**src/rtl/hd44780_text_scheduler.sv**
```systemverilog
// Text frame buffer and refresh sequencer for the 8-bit HD44780 driver.
// Two clients write through a round-robin arbiter; the driver fetches by address.
module hd44780_text_scheduler #(
    parameter int DEPTH       = 32,
    parameter int REFRESH_MIN = 1000,
    parameter int START_TMO   = 15
) (
    input  logic       clk,
    input  logic       rst,
    input  logic       req0_valid,
    input  logic [7:0] req0_addr,
    input  logic [7:0] req0_char,
    output logic       req0_ready,
    input  logic       req1_valid,
    input  logic [7:0] req1_addr,
    input  logic [7:0] req1_char,
    output logic       req1_ready,
    input  logic       clr,
    input  logic       drv_busy,
    output logic       drv_trg,
    input  logic [7:0] drv_idataaddr,
    output logic [7:0] drv_idata,
    output logic       dirty
);

    localparam int AW = (DEPTH > 1) ? $clog2(DEPTH) : 1;
    localparam int HW = (REFRESH_MIN > 0) ? $clog2(REFRESH_MIN + 1) : 1;
    localparam int TW = (START_TMO > 1) ? $clog2(START_TMO) : 1;

    typedef enum logic [2:0] {
        S_CLEAR,
        S_IDLE,
        S_WAIT_START,
        S_REFRESH,
        S_HOLDOFF
    } state_t;

    state_t        state_q, state_d;
    logic [AW-1:0] cidx_q, cidx_d;
    logic [HW-1:0] hold_q, hold_d;
    logic [TW-1:0] tmo_q, tmo_d;
    logic          dirty_q, dirty_d;
    logic          pend_q, pend_d;
    logic          last_q, last_d;
    logic [7:0]    mem_q [DEPTH];

    logic          wr_en;
    logic          clr_we;
    logic          gnt0;
    logic          gnt1;
    logic          wr_hit;
    logic [7:0]    wr_addr;
    logic [7:0]    wr_char;

    always_comb begin
        state_d = state_q;
        cidx_d  = cidx_q;
        hold_d  = hold_q;
        tmo_d   = tmo_q;
        dirty_d = dirty_q;
        pend_d  = pend_q;
        last_d  = last_q;
        wr_en   = 1'b0;
        clr_we  = 1'b0;
        drv_trg = 1'b0;

        unique case (state_q)
            S_CLEAR: begin
                clr_we = 1'b1;
                cidx_d = cidx_q + AW'(1);
                if (cidx_q == AW'(DEPTH - 1)) begin
                    cidx_d  = '0;
                    dirty_d = 1'b1;
                    state_d = S_IDLE;
                end
            end
            S_IDLE: begin
                if (clr || pend_q) begin
                    pend_d  = 1'b0;
                    cidx_d  = '0;
                    state_d = S_CLEAR;
                end else if (dirty_q && hold_q == '0 && !drv_busy) begin
                    drv_trg = 1'b1;
                    dirty_d = 1'b0;
                    tmo_d   = '0;
                    state_d = S_WAIT_START;
                end else begin
                    wr_en = 1'b1;
                end
            end
            S_WAIT_START: begin
                if (clr) pend_d = 1'b1;
                if (drv_busy) begin
                    state_d = S_REFRESH;
                end else if (tmo_q == TW'(START_TMO - 1)) begin
                    dirty_d = 1'b1;
                    state_d = S_IDLE;
                end else begin
                    tmo_d = tmo_q + TW'(1);
                end
            end
            S_REFRESH: begin
                if (clr) pend_d = 1'b1;
                if (!drv_busy) begin
                    hold_d  = HW'(REFRESH_MIN);
                    state_d = S_HOLDOFF;
                end
            end
            S_HOLDOFF: begin
                wr_en = 1'b1;
                if (clr) pend_d = 1'b1;
                // Leave on the cycle the count reaches zero; never wraps.
                if (hold_q <= HW'(1)) begin
                    hold_d  = '0;
                    state_d = S_IDLE;
                end else begin
                    hold_d = hold_q - HW'(1);
                end
            end
            default: state_d = S_CLEAR;
        endcase

        // last_q=1 means client 1 was served last, so client 0 wins a tie.
        gnt0    = wr_en && req0_valid && (!req1_valid || last_q);
        gnt1    = wr_en && req1_valid && (!req0_valid || !last_q);
        wr_addr = gnt1 ? req1_addr : req0_addr;
        wr_char = gnt1 ? req1_char : req0_char;
        wr_hit  = (gnt0 || gnt1) && ({1'b0, wr_addr} < 9'(DEPTH));
        if (gnt0 || gnt1) last_d = gnt1;
        if (wr_hit) dirty_d = 1'b1;
    end

    assign req0_ready = gnt0;
    assign req1_ready = gnt1;
    assign dirty      = dirty_q;

    always_ff @(posedge clk) begin
        if (rst) begin
            state_q <= S_CLEAR;
            cidx_q  <= '0;
            hold_q  <= '0;
            tmo_q   <= '0;
            dirty_q <= 1'b0;
            pend_q  <= 1'b0;
            last_q  <= 1'b1;
        end else begin
            state_q <= state_d;
            cidx_q  <= cidx_d;
            hold_q  <= hold_d;
            tmo_q   <= tmo_d;
            dirty_q <= dirty_d;
            pend_q  <= pend_d;
            last_q  <= last_d;
        end
    end

    always_ff @(posedge clk) begin
        if (!rst) begin
            if (clr_we) begin
                mem_q[cidx_q] <= 8'h20;
            end else if (wr_hit) begin
                mem_q[wr_addr[AW-1:0]] <= wr_char;
            end
        end
    end

    assign drv_idata = ({1'b0, drv_idataaddr} < 9'(DEPTH))
                     ? mem_q[drv_idataaddr[AW-1:0]] : 8'h20;

endmodule

```
**config.mk**
```make
export PLATFORM = sky130hd
export DESIGN_NAME = hd44780_text_scheduler
export DESIGN_NICKNAME = d
export VERILOG_FILES = /design/src/rtl/hd44780_text_scheduler.sv
export SDC_FILE = /design/constraint.sdc
export NUM_CORES = 1
export LEC_CHECK = 0
export BUFFER_PORTS_ARGS = -buffer_cell sky130_fd_sc_hd__buf_2
export CAP_MARGIN = 0
export CORE_ASPECT_RATIO = 0.75
export CORE_UTILIZATION = 50
export CTS_CLUSTER_DIAMETER = 60
export CTS_CLUSTER_SIZE = 20
export DETAILED_ROUTE_END_ITERATION = 12
export MAX_ROUTING_LAYER = met4
export PLACE_DENSITY = 0.67
export SETUP_SLACK_MARGIN = 0.05
export SYNTH_ARGS = -nofsm -noshare
export SYNTH_HDL_FRONTEND = slang
export SYNTH_SLANG_ARGS = --single-unit
```
**constraint.sdc**
```tcl
create_clock -name clk -period 3.41 [get_ports clk]
set_input_delay 0.341 -clock clk [delete_from_list [all_inputs] [get_ports clk]]
set_output_delay 0.341 -clock clk [all_outputs]
set_load 0.02 [all_outputs]
```
# == Word level (Yosys, flattened, before mapping) ==
# Memories as Yosys holds them, arrays and structs flattened.
# Cells that the tools add are included.
# totals
reg_bits,25
ramBits,256
input_bits,46
output_inout_bits,12
wordCells,115
memories,1
# memory_table
name,depth,width,read_ports,rd_clocked_by_memory_dff,wr,line,text
mem_q,32,8,1,0,1,45,logic [7:0] mem_q [DEPTH];
# classes
n_addsub,3
magnitude_cmp,3
eq_ne,22
muxes,49
n_reduce_logical,30
# ops
operator,count
$mux 8,4
$mux 1,22
$mux 3,7
$ne 3x3->1 const B,7
$mux 10,2
$pmux 10 s2,1
$lt 8x6->1 const B,2
$mux 4,4
$ne 2x2->1 const B,8
$mux 5,3
$pmux 3 s5,1
$le 10x1->1 const B,1
$logic_not 10->1,1
$pmux 5 s2,1
$reduce_and 5->1,2
$sub 10x1->10 const B,1
$pmux 4 s2,1
$reduce_bool 2->1,4
$reduce_or 8->1,1
$logic_and 1x1->1,7
$eq 3x2->1 const B,2
$reduce_and 6->1,1
$add 5x1->5 const B,1
$eq 5x5->1 const B,1
other kinds (14),22

# == Longest topological paths before layout ==
# logic_depth
ltp_word,17
mapped_depth,9
depth_no_buf,9

# == Worst setup path after synthesis ==
# No wires, ideal clock.
# synth_timing
kind,flip-flop to flip-flop
from,register state_q[2]
to,"memory mem_q[0][0], data pin"
setup_ns,0.351
arrival_time_ns,2.364
required_ns,3.059
path_slack_ns,0.695
stages_incl_launch_ff,8
n_path_buf,1
period_less_slack_ns,2.715
cell_sequence,dfxtp_1 buf_6 or3b_4 o21ai_4 nand2_1 nor2_4 mux2i_1 nor2_1
# synth_between
elab_chain_len,13
elab_cells_between_ends,20
cone_classes,order compare: 1; eq/ne: 2; mux: 9; reduce/logical: 8
# synth_lines
item,line,text
"start, declared",38,"state_t state_q, state_d;"
"start signal, assigned",147,state_q <= state_d;
$eq 3x3->1 or $eq 3x1->1 (tied branches),67,unique case (state_q)
$pmux 1 s2 (*),67,
$logic_and 1x1->1 (*) (2 in series),125,gnt1 = wr_en && req1_valid && (!req0_valid || !last_q);
named net req1_ready,17,"output logic req1_ready,"
$mux 8,126,wr_addr = gnt1 ? req1_addr : req0_addr;
$lt 8x6->1,128,"wr_hit = (gnt0 || gnt1) && ({1'b0, wr_addr} < 9'(DEPTH));"
$logic_and 1x1->1,128,
$mux 1,161,end else if (wr_hit) begin
$mux 1,159,if (clr_we) begin
$mux 1,158,if (!rst) begin
$mux 1 (implied by the code),162,mem_q[wr_addr[AW-1:0]] <= wr_char;
$reduce_or 8->1 (no source line),n/a,
$mux 8 (no source line) (*),n/a,
"end, declared",45,
# The timed path passes the listed nets; every way through them passes the cells marked *.

# == Final worst setup path ==
# layout_timing
from,register state_q[0]
to,memory mem_q[11][2] (enable)
# layout_between
elab_chain_len,13
elab_cells_between_ends,23
cone_classes,order compare: 1; eq/ne: 2; mux: 12; reduce/logical: 8
# layout_lines
item,line
$eq 3x3->1 or $eq 3x1->1 (tied branches),67
$pmux 1 s2,67
$logic_and 1x1->1 (2 in series),125
$mux 8,126
$lt 8x6->1,128
$logic_and 1x1->1,128
$mux 1,161
$mux 1,159
$mux 1,158
$mux 1 (implied by the code),162
$reduce_or 8->1 (no source line),n/a
$mux 5 (no source line) or $mux 1 (tied branches),n/a
# Several ways; a longest one is shown, not always the timed one.

==> impl_metrics.py <==
metrics = {
    "detailed_routing": {
        "wl_per_cell_um": 23.8,
        "avgViaCountPerCell": 6.07,
        "dr.first_iter.drc_count": 634,
        "vias": 6445,
        "wl_um": 25300,
        "first_pass_iters": 9,
        "final_antenna_net_count": 0,
        "drc": 3,
    },
    "cts": {
        "clock_latency_ps": 510,
        "cts_tree": "yes",
        "ctsHtreeMaxLevel": 1,
        "clock_path_buffers": 3,
        "post-cts-setup-buffers": 0,
        "hold_buffers": 0,
        "root_buffer": "clkbuf_16",
        "cts_made_buffers": 18,
        "cts_resized": 0,
        "cts_sinks": 281,
        "clkSlewWorstSetupHoldPaths_ps": 70,
    },
    "sta": {
        "slew_violations": 0,
        "rsz0062_at_grt": "false",
        "hold_slack_ps": 172,
        "fin_crit_ps": 3130,
        "worst_slack_ps": 283,
        "worst_pin_slew_ps": 1180,
        "tns_ps": 0,
        "setup_viol": 0,
        "fmax_mhz": 320,
        "slew-limit-headroom": 0.206,
        "final.period_utilization": 0.917,
        "finClkSkew_ps": 22.8,
        "hold_violations": 0,
    },
    "grt": {
        "antenna_found_initial": 1,
        "grt_max_degree": 65,
        "overflow": 0,
        "grt_usage": 0.220,
        "grt_pass1_wl_um": 38600,
        "grt_pass1_vias": 6383,
    },
    "min_path": {
        "hp-class": "in2reg",
    },
    "logic_synthesis": {
        "synth-warning-count": 0,
        "syn_area_mm2": 0.0119,
        "syn_area_per_cell_um2": 17.9,
        "ys_ff_latch": 281,
        "synth_edf_count": 256,
        "syn_inst": 661,
        "synth_cell_types": 68,
        "synth_flop_cell": "edfxtp_1",
        "synthArstFlopShare": 0,
        "syn_nets": 714,
        "seq_area_frac_synth": 0.691,
    },
    "worst_setup_path": {
        "crit_arrival_ps": 3230,
        "crit_path_max_incr_delay_ps": 940,
        "worstPathMaxFanout": 14,
        "critPathCaptureType": "flop",
        "start_kind": "flop",
        "required_ps": 3520,
        "criticalPathCategory": "reg2reg",
        "slowest_stage": "nor3_1",
        "cp_cell_sequence": "or3b_4 > o21ai_4 > o211ai_2 > o22ai_1 > o21ai_1 > nor3_1",
    },
    "floorplanning": {
        "start_util": 0.513,
        "core_area_mm2": 0.0231,
        "num_io_pins": 58,
        "rows": 48,
        "die_width_um": 180,
        "die_height_um": 135,
        "die_area_mm2": 0.0243,
    },
    "placed_design": {
        "place_ws_ps": 340,
        "post-dp-hpwl_um": 16600,
        "place_congestion": 0.863,
        "dpl.cell_count": 1037,
        "portBuffers": 57,
    },
    "status": {
        "violations": "design-rule violations",
        "status": "finished, violations left",
    },
    "power_and_ir_drop": {
        "power.leakage_nw": 4.62,
        "power.switching_w": 0.00135,
        "p_int_w": 0.00501,
        "sequentialPowerShare": 0.595,
        "ir_drop_mv": 0.344,
        "swShare": 0.213,
        "power_frac_comb": 0.074,
        "powerDensity_mw_per_mm2": 479,
        "clkPwrFrac": 0.331,
    },
    "flow_run": {
        "max_cap_viol_count": 0,
    },
    "finish": {
        "antenna_cells": 0,
        "drive_above_1_share": 0.311,
        "stdcell_count": 1062,
        "fin_nets": 810,
        "area_growth_pct": 12.1,
        "fill_cells": 1707,
    },
}
[Yosys cell counts (3+ instances only)]
| cell type | instances | area, um2 |
|---|---|---|
| nor3_2 | 3 | 30.0 |
| nand3b_1 | 5 | 37.5 |
| o21ai_0 | 14 | 70.1 |
| a211oi_1 | 5 | 37.5 |
| and3_1 | 4 | 25.0 |
| a22o_1 | 7 | 61.3 |
| nand3_1 | 6 | 30.0 |
| inv_1 | 9 | 33.8 |
| nand2b_1 | 5 | 31.3 |
| buf_4 | 4 | 30.0 |
| nor3_1 | 25 | 125 |
| a21oi_1 | 21 | 105 |
| nand2_1 | 23 | 86.3 |
| ha_1 | 7 | 87.6 |
| nor2_1 | 56 | 210 |
| a31oi_1 | 6 | 37.5 |
| o21ai_1 | 3 | 15.0 |
| nor3b_1 | 8 | 60.1 |
| dfxtp_1 | 25 | 500 |
| mux2i_1 | 10 | 100 |
| buf_2 | 8 | 40.0 |
| mux4_2 | 80 | 1800 |
| clkbuf_1 | 13 | 48.8 |
| edfxtp_1 | 256 | 7690 |
| nor2b_1 | 3 | 18.8 |
[cell families (layout without fill, tap and decap cells)]
group	after synthesis	after routing	share of synthesized area
multiplexers	94	94	0.166
flip-flops	281	281	0.691
AND/OR/NAND/NOR	159	159	0.0712
buffers and inverters	37	138	0.0154
adder cells (fa/ha/maj)	7	7	0.00739
XOR/XNOR	3	3	0.00222
AO/OA/AOI/OAI	80	80	0.0472
[per-stage QoR]
stage,power (W),cell area [um2],utilization
floorplan,0.00416,11900,-
global placement,0.00432,12800,0.552
detailed placement,0.00433,12800,0.552
CTS,0.00640,13300,0.575
global route,0.00655,13300,0.575
finish,0.00636,13300,0.575
[worst max-delay path, delay by kind of cell, from the launching register on]
| family | cells | cell delay (ps) |
|---|---|---|
| flops | 1 | 560 |
| compound gates | 4 | 780 |
| simple gates | 2 | 1390 |
[placed cells by master, fill, tap and decap left out, types with 7 or more instances in the layout]
| cell type | count |
|---|---|
| a21oi_1 | 21 |
| edfxtp_1 | 256 |
| nor3b_1 | 8 |
| mux2i_1 | 10 |
| ha_1 | 7 |
| a22o_1 | 7 |
| nor2_1 | 49 |
| inv_1 | 9 |
| dfxtp_1 | 25 |
| buf_2 | 56 |
| clkbuf_16 | 18 |
| nand2_1 | 23 |
| nor2_2 | 7 |
| nor3_1 | 25 |
| buf_4 | 46 |
| o21ai_0 | 14 |
| mux4_2 | 80 |
[flip-flops by register name, indices dropped and copies added (netlist names)]
register  flops
cidx_q        5
hold_q       10
tmo_q         4
dirty         1
mem_q       256
state_q       3
last_q        1
pend_q        1
[layout make-up]
| cell class | count | area (um2) | share of cell area |
|---|---|---|---|
| clock inverters | 6 | 67.6 | 0.00509 |
| flip-flops and latches | 281 | 8190 | 0.616 |
| repair buffers | 104 | 666 | 0.0501 |
| well taps | 300 | 375 | 0.0283 |
| clock buffers | 19 | 454 | 0.0342 |
| multi-input cells | 343 | 3500 | 0.264 |
| inverters | 9 | 33.8 | 0.00254 |
[power by group through the flow]
| stage | Sequential [W] | Combinational [W] | Clock, W |
|---|---|---|---|
| global route | 0.00379 | 0.000500 | 0.00226 |
| global placement | 0.00386 | 0.000454 | 0 |
| finish | 0.00379 | 0.000468 | 0.00211 |
| detailed placement | 0.00387 | 0.000468 | 0 |
| floorplan | 0.00385 | 0.000304 | 0 |
| CTS | 0.00379 | 0.000469 | 0.00214 |
[per-layer routing]
metal	global-route usage	wire length [um]
met2	0.324	11300
met4	0.0335	275
met3	0.0355	1960
met5	-	0
met1	0.332	11800
[worst paths after layout]
kind,startpoint,to,slack [ps],cells after the start
worst max-delay path,state_q[0]$_SDFFE_PP0P_,mem_q[11][2]$_DFFE_PP_,280,6
worst min-delay path,clr,pend_q$_SDFFE_PP0P_,170,3
worst max register to register,state_q[0]$_SDFFE_PP0P_,mem_q[11][2]$_DFFE_PP_,280,6
worst min register to register,last_q$_SDFFE_PP1P_,last_q$_SDFFE_PP1P_,530,2
Note: power is estimated with default switching activity, not from simulation.
